$ cat src/rtl/hzd_pkg.sv
// Shared types and defaults for the register hazard scoreboard.
// The entry rdy field is the cycles left before a result can be forwarded.
package hzd_pkg;
    localparam int REG_AW    = 5;
    localparam int DEPTH_DEF = 3;
    localparam int LAT_W_DEF = 2;

    typedef logic [LAT_W_DEF-1:0] lat_t;

    typedef struct packed {
        logic              v;
        logic [REG_AW-1:0] rd;
        lat_t              rdy;
    } hzd_entry_t;
endpackage

$ cat src/rtl/hzd_match.sv
// Priority match of one ID source against the in-flight write entries.
// Latency: combinational, zero cycles.
// Backpressure: none; not_rdy feeds the stall decision upstream.
module hzd_match
    import hzd_pkg::*;
#(
    parameter int DEPTH = DEPTH_DEF
) (
    input  logic              src_use,
    input  logic [REG_AW-1:0] rs,
    input  hzd_entry_t        ent [DEPTH],
    output logic [DEPTH-1:0]  hzd,
    output logic              not_rdy
);

    always_comb begin
        logic found;
        found   = 1'b0;
        hzd     = '0;
        not_rdy = 1'b0;
        // Youngest producer wins; x0 is never tracked as a dependency.
        if (src_use && (rs != '0)) begin
            for (int k = 0; k < DEPTH; k++) begin
                if (!found && ent[k].v && (ent[k].rd == rs)) begin
                    found   = 1'b1;
                    hzd[k]  = 1'b1;
                    not_rdy = (ent[k].rdy != '0);
                end
            end
        end
    end

endmodule

$ cat src/rtl/hzd_scoreboard.sv
// Register-write scoreboard: forwarding select and load-use stall for ID (HZD_PERF_EN adds counters).
// Latency: outputs combinational from entries and ID inputs; entries shift once per unheld cycle.
// Backpressure: stall holds ID; hold freezes every entry and counter.
module hzd_scoreboard
    import hzd_pkg::*;
#(
    parameter int DEPTH   = DEPTH_DEF,
    parameter int MAX_LAT = 1,
    parameter int LAT_W   = LAT_W_DEF
) (
    input  logic              clk,
    input  logic              rst_n,
    input  logic              id_valid,
    input  logic [REG_AW-1:0] id_rs1,
    input  logic [REG_AW-1:0] id_rs2,
    input  logic              id_rs1_use,
    input  logic              id_rs2_use,
    input  logic              id_rw,
    input  logic [REG_AW-1:0] id_rd,
    input  logic [LAT_W-1:0]  id_lat,
    input  logic              hold,
    input  logic              flush,
    output logic              stall,
`ifdef HZD_PERF_EN
    output logic [31:0]       perf_stall_cnt,
    output logic [31:0]       perf_fwd_cnt,
`endif
    output logic [DEPTH-1:0]  rs1_hzd,
    output logic [DEPTH-1:0]  rs2_hzd
);

    localparam logic [LAT_W-1:0] MAX_LAT_L = LAT_W'(MAX_LAT);

    hzd_entry_t ent [DEPTH];
    logic       rs1_not_rdy;
    logic       rs2_not_rdy;
    logic       issue;
    logic       issue_wr;

    hzd_match #(.DEPTH(DEPTH)) u_match_rs1 (
        .src_use (id_rs1_use),
        .rs      (id_rs1),
        .ent     (ent),
        .hzd     (rs1_hzd),
        .not_rdy (rs1_not_rdy)
    );

    hzd_match #(.DEPTH(DEPTH)) u_match_rs2 (
        .src_use (id_rs2_use),
        .rs      (id_rs2),
        .ent     (ent),
        .hzd     (rs2_hzd),
        .not_rdy (rs2_not_rdy)
    );

    assign stall    = id_valid & (rs1_not_rdy | rs2_not_rdy);
    assign issue    = id_valid & ~stall & ~flush;
    assign issue_wr = issue & id_rw & (id_rd != '0);

    always_ff @(posedge clk or negedge rst_n) begin
        if (!rst_n) begin
            for (int k = 0; k < DEPTH; k++) begin
                ent[k] <= '0;
            end
        end else if (!hold) begin
            if (issue_wr) begin
                ent[0] <= '{v: 1'b1, rd: id_rd, rdy: lat_t'(id_lat)};
            end else begin
                ent[0] <= '0;
            end
            for (int k = 1; k < DEPTH; k++) begin
                ent[k].v   <= ent[k-1].v;
                ent[k].rd  <= ent[k-1].rd;
                ent[k].rdy <= (ent[k-1].rdy == '0) ? '0 : ent[k-1].rdy - 1'b1;
            end
        end
    end

`ifdef HZD_PERF_EN
    always_ff @(posedge clk or negedge rst_n) begin
        if (!rst_n) begin
            perf_stall_cnt <= '0;
            perf_fwd_cnt   <= '0;
        end else if (!hold) begin
            if (stall) begin
                perf_stall_cnt <= perf_stall_cnt + 32'd1;
            end
            if (issue && ((rs1_hzd != '0) || (rs2_hzd != '0))) begin
                perf_fwd_cnt <= perf_fwd_cnt + 32'd1;
            end
        end
    end
`endif

    // A result latency beyond what the pipe depth can cover is a decode bug.
    a_lat_legal : assert property (@(posedge clk) disable iff (!rst_n)
        (id_valid && id_rw) |-> (id_lat <= MAX_LAT_L))
        else $error("hzd_scoreboard: id_lat %0d exceeds MAX_LAT %0d", id_lat, MAX_LAT);

endmodule
$ cat config.mk
export PLATFORM = sky130hd
export DESIGN_NAME = hzd_scoreboard
export DESIGN_NICKNAME = d
export VERILOG_FILES = /design/src/rtl/hzd_pkg.sv /design/src/rtl/hzd_match.sv /design/src/rtl/hzd_scoreboard.sv
export SDC_FILE = /design/constraint.sdc
export NUM_CORES = 1
export LEC_CHECK = 0
export ABC_AREA = 1
export BUFFER_PORTS_ARGS = -buffer_cell sky130_fd_sc_hd__buf_2
export CAP_MARGIN = 20
export CELL_PAD_IN_SITES_DETAIL_PLACEMENT = 1
export CELL_PAD_IN_SITES_GLOBAL_PLACEMENT = 2
export CORE_ASPECT_RATIO = 0.7
export CORE_MARGIN = 3
export CORE_UTILIZATION = 30
export CTS_BUF_LIST = sky130_fd_sc_hd__clkbuf_8
export CTS_CLUSTER_SIZE = 16
export DETAILED_ROUTE_END_ITERATION = 16
export GPL_TIMING_DRIVEN = 0
export PLACE_DENSITY = 0.87
export SLEW_MARGIN = 20
export SYNTH_ARGS = -nofsm -noshare
export SYNTH_HDL_FRONTEND = slang
export SYNTH_SLANG_ARGS = --single-unit
$ cat constraint.sdc
create_clock -name clk -period 1.95 [get_ports clk]
set_input_delay 0.39 -clock clk [delete_from_list [all_inputs] [get_ports clk]]
set_output_delay 0.39 -clock clk [all_outputs]
set_load 0.02 [all_outputs]
=== Word-level counts from Yosys, hierarchy flattened ===
Cells that the tools add are included.

* Add/subtract/negate cells: 2
* Eq/ne operators: 6
* Muxes and demuxes: 25
* Bitwise gates (word level): 8
* Reduce and logical (&&, ||, !) cells: 24

{| class="wikitable"
|+ Operator list
! operator !! count
|-
| $eq A5 B5 Y1 || 6
|-
| $mux W1 || 20
|-
| $reduce_bool A5 Y1 || 3
|-
| $logic_and A1 B1 Y1 || 12
|-
| $mux W8 || 1
|-
| $mux W3 || 2
|-
| $reduce_bool A2 Y1 || 3
|-
| $and A1 B1 Y1 || 5
|-
| $logic_not A1 Y1 || 4
|-
| $logic_not A2 Y1 || 2
|-
| $mux W2 || 2
|-
| $sub A2 B1 Y2 const B || 2
|-
| $not A1 Y1 || 2
|-
| $or A1 B1 Y1 || 1
|}

* Register bits: 24
* Input bits: 25
* Output and inout bits: 7
* Logic and storage cells: 74

=== Longest topological paths before layout ===
* Depth after elaboration: 22
* Mapped depth: 13
* Gate-level depth less buffers: 13

=== By module ===
From an unflattened synthesis, not the netlist that was laid out.

* Cells, all modules: 296
* Area total of the unflattened synthesis: 1778.0 µm²

{| class="wikitable"
|+ Modules (own cells, without submodules)
! module !! instances !! cells each !! area an instance (µm²)
|-
| hzd_scoreboard || 1 || 108 || 989.7
|-
| hzd_match || 2 || 94 || 394.1
|}

=== Worst setup path before layout ===
Ideal clock, no wire load.

* Kind: input to output
* From: in id_rs1[2]
* To: out stall
* Arrival: 1.468 ns
* Required time: 1.560 ns
* Path slack: 0.092 ns
* Stages on the path: 12
* Cell sequence: inv_1 nand2_1 nand2_1 nor2_1 nand3_1 inv_1 nand2_1 nor2_1 nor2_1 nor2_1 nor2_4 nor2_1

* Word-level cells in the longest chain between the ends: 16
* Elaborated cells between the ends (all ways): 22

{| class="wikitable"
|+ Ends and longest elaborated chain
! item !! RTL line !! RTL
|-
| start: declaration || hzd_scoreboard.sv:14 || <nowiki>input logic [REG_AW-1:0] id_rs1,</nowiki>
|-
| $eq A5 B5 Y1 || hzd_match.sv:24 || <nowiki>if (!found && ent[k].v && (ent[k].rd == rs)) begin</nowiki>
|-
| $logic_and A1 B1 Y1 || hzd_match.sv:24 ||
|-
| $mux W1 || hzd_match.sv:24 ||
|-
| $mux W1 || hzd_match.sv:22 || <nowiki>if (src_use && (rs != '0)) begin</nowiki>
|-
| $logic_not A1 Y1 || hzd_match.sv:24 ||
|-
| $logic_and A1 B1 Y1 (2 in series) || hzd_match.sv:24 ||
|-
| $mux W1 || hzd_match.sv:24 ||
|-
| $mux W1 || hzd_match.sv:22 ||
|-
| $logic_not A1 Y1 || hzd_match.sv:24 ||
|-
| $logic_and A1 B1 Y1 (2 in series) || hzd_match.sv:24 ||
|-
| $mux W1 || hzd_match.sv:24 ||
|-
| $mux W1 * || hzd_match.sv:22 ||
|-
| $or A1 B1 Y1 * || hzd_scoreboard.sv:56 || <nowiki>assign stall = id_valid & (rs1_not_rdy | rs2_not_rdy);</nowiki>
|-
| $and A1 B1 Y1 * || hzd_scoreboard.sv:56 ||
|-
| end: declaration || hzd_scoreboard.sv:23 || <nowiki>output logic stall,</nowiki>
|}

Every way passes the cells marked *; elsewhere a longest branch is shown, timed or not. The select of a mux whose other input is x is not followed.

=== Worst setup path after layout ===
* From: reg ent[20] (netlist name)
* To: out rs1_hzd[0]

* Word-level cells in the longest chain between the ends: 4

{| class="wikitable"
|+ Ends and longest elaborated chain
! item !! RTL line !! RTL
|-
| $eq A5 B5 Y1 || hzd_match.sv:24 ||
|-
| $logic_and A1 B1 Y1 || hzd_match.sv:24 ||
|-
| $mux W1 || hzd_match.sv:24 ||
|-
| $mux W3 || hzd_match.sv:22 ||
|-
| end: declaration || hzd_scoreboard.sv:28 || <nowiki>output logic [DEPTH-1:0] rs1_hzd,</nowiki>
|}

No other way between the ends.

==> impl_metrics.json <==
{
  "run_status": "finished with violations",
  "failed_checks": "setup timing",
  "standard_cell_core_area_sq_um": 5019,
  "io_pins": 32,
  "net-switching-power_w": 0.0003823,
  "report.final.setup_viol": 5,
  "synth_seq_area_share": 0.3667,
  "cts_tree": "built",
  "cts_buffers": 3,
  "clockRootBuffer": "clkbuf_8",
  "setup.worst_path.start_class": "flip-flop",
  "drt_pre_antenna_iters": 4,
  "place_hpwl_microns": 4474,
  "post-synth-top-area-cell": "dfrtp_1",
  "first_global_vias": 1776,
  "worstSkewPairLatency_ns": 0.27,
  "min_path_type": "in2async",
  "yosys_warnings": 0,
  "final_layout_size_suffix_gt1_frac": 0.4206,
  "place_congestion": 0.8419,
  "power_switching_share": 0.3237,
  "ffs_latches_synth": 24,
  "top_register": "ent",
  "synthArstFlopShare": 1.000,
  "power_frac_comb": 0.237,
  "detail_route.drc_violations": 0,
  "cts_htree_levels": 1,
  "clkPwrFrac": 0.303,
  "finalCriticalPeriod_ns": 2.291,
  "final.setup_skew_ns": 0.005022,
  "postSynthAreaPerCell_sq_um": 6.227,
  "die_h_microns": 67.82,
  "grt_first_pass_wirelength_microns": 9418,
  "synth.top_cell.area_share": 0.3667,
  "timing_worst_setup_path_type": "reg2out",
  "number_of_standard_cell_rows_in_the_floorplan": 21,
  "unrepaired_setup_endpoints_after_global_routing": "true",
  "clock_sinks": 24,
  "grt_antenna_before_repair": 0,
  "design.die.area_sq_um": 6396,
  "synthMostInstantiatedCell": "nand2_1",
  "number_of_enable_type_register_cells_in_the_synthesized_netlist": 0,
  "hold_viol_final": 0,
  "initial_utilization": 0.3264,
  "cp_data_required_time_ns": 1.56,
  "max_cap_violations": 0,
  "drt_first_iter_violations": 84,
  "overflow": 0,
  "post_drt_wl_per_cell_microns": 16.03,
  "area.growth.synth_to_final_pct": 45.38,
  "timing.final.max_slew_violations": 0,
  "synth_cells": 263,
  "vias": 1895,
  "power.share.sequential": 0.460,
  "setup_tns_ns": -0.8480,
  "largest_net_degree_at_the_start_of_global_routing": 25,
  "design.final.nets": 347,
  "antenna_cells_inserted": 0,
  "timing.critical_path.fanout_max": 4,
  "cellPowerDensity_nw_per_um2": 496.0,
  "postSynthNetCount": 288,
  "clk_path_buf_depth": 2,
  "ant_nets_after_route": 0,
  "worst_setup_hold_path_clk_slew_ns": 0.09,
  "post-route-cell-area_sq_um": 2381,
  "cellLeakagePower_nw": 1.142,
  "drt_wl_total_microns": 6250,
  "largest_reg_flops": 24,
  "n_fill_cell": 666,
  "vias_per_cell": 4.859,
  "buffer_ports.inserted": 30,
  "slew-limit-headroom": 0.5815,
  "synth_ff_type": "dfrtp_1",
  "final_critical_path_setup_slack_ns": -0.3408,
  "grt.total_usage": 0.1976,
  "synth_area_leaders": "dfrtp_1 (37%), nand2_1 (26%), nor2_1 (6.9%)",
  "max_freq_ghz": 0.4365,
  "tightest_slew_ns": 0.6278,
  "endpoint_kind": "primary output",
  "syn_area_sq_um": 1638,
  "most_frequent_cells_after_synthesis": "nand2_1 (113), nor2_1 (30), dfrtp_1 (24), inv_1 (24), o21ai_0 (15)",
  "dieWidth_microns": 94.31,
  "data_arrival_at_the_endpoint_of_the_critical_path_ns": 1.90,
  "peak_supply_drop_uv": 212.2,
  "reg.largest.list": "ent x24",
  "postPlaceCellArea_sq_um": 1874,
  "ys_types": 22,
  "cell_internal_pwr_w": 0.0007988,
  "post-route-period-util": 1.175
}
[worst max-delay path, stage by stage, from the launching register on]
cell and delay (ns):
dfrtp_1 0.44, inv_2 0.11, nor2_2 0.06, a21oi_4 0.16
nand3_4 0.12, buf_6 0.13, buf_6 0.10, buf_6 0.10
buf_6 0.10, buf_6 0.10, nor2_4 0.08, buf_6 0.12
[layout by cell type, fill, tap and decap left out, types with 11 or more instances in the layout]
| cell type | synthesis | routed |
|---|---|---|
| nand2_1 | 113 | 97 |
| buf_2 | 0 | 23 |
| dfrtp_1 | 24 | 20 |
| inv_2 | 9 | 19 |
| buf_4 | 0 | 18 |
| nand2_2 | 0 | 15 |
| nor2_2 | 6 | 15 |
| inv_1 | 24 | 14 |
| o21ai_0 | 15 | 14 |
| buf_6 | 0 | 13 |
| nor2_4 | 1 | 11 |
| nor2_1 | 30 | 11 |
| nand4_1 | 11 | 11 |
[final cells by class]
| cell class | count | area [sq um] | area share |
|---|---|---|---|
| clock buffers | 4 | 55.05 | 0.02312 |
| inverters | 34 | 127.6 | 0.05360 |
| repair buffers | 54 | 396.6 | 0.1666 |
| well taps | 69 | 86.33 | 0.03626 |
| plain buffers | 4 | 15.01 | 0.006306 |
| flip-flops and latches | 24 | 605.6 | 0.2543 |
| multi-input cells | 201 | 1095 | 0.4598 |
[routing by layer]
layer	global-route usage	up-vias	wire, microns
met5	0	-	0
met4	0.03423	0	42
met3	0.03736	4	350
met2	0.2906	44	2838
met1	0.3022	909	3018
li1	-	938	-
[through the flow]
step	cells	power, W	setup WS, ns	util	hold slack (ns)
finish	390	0.001181	-0.3408	0.4744	0.1018
global route	390	0.001254	-0.5067	0.4744	0.1329
CTS	376	0.001148	-0.3445	0.4131	0.1298
detailed placement	362	0.0007596	-0.3088	0.3735	0.4349
global placement	362	0.0007540	-0.2838	0.3735	0.4314
floorplan	263	0.0006620	0.09155	-	0.09441
[logic make-up after synthesis]
logic type,synth area share
AOI/OAI and AO/OA,0.08403
DFF,0.3667
and+or+nand+nor,0.4622
buffers and inverters,0.08709
[worst paths after layout]
check / start / endpoint / slack (ns) / cells after the start
worst max-delay path: ent[20] / rs1_hzd[0] / -0.34 / 11
worst min-delay path: rst_n / ent[6] / 0.10 / 1
worst max register to register: ent[12] / ent[17] / 0.06 / 15
worst min register to register: ent[0] / ent[0] / 0.51 / 2
max in group asynchronous: rst_n / ent[13] / 1.42 / 1
min in group clk: id_rd[0] / ent[18] / 0.37 / 3
[timing repair]
item,in CTS,in global routing
setup endpoints to repair,6,15
buffers inserted,10,14
resized for setup,28,63
hold buffers,0,0
pin swaps,16,31
[power groups by stage]
| stage | logic (W) | registers (W) | clock network (W) |
|---|---|---|---|
| 6_report | 0.000280 | 0.000543 | 0.000358 |
| 4_1_cts | 0.000234 | 0.000541 | 0.000373 |
| 3_3_place_gp | 0.000204 | 0.000550 | 0 |
| 2_1_floorplan | 0.000119 | 0.000543 | 0 |
| 5_1_grt | 0.000312 | 0.000546 | 0.000396 |
| 3_5_place_dp | 0.000208 | 0.000551 | 0 |
Power figures use the tool's default switching activity.
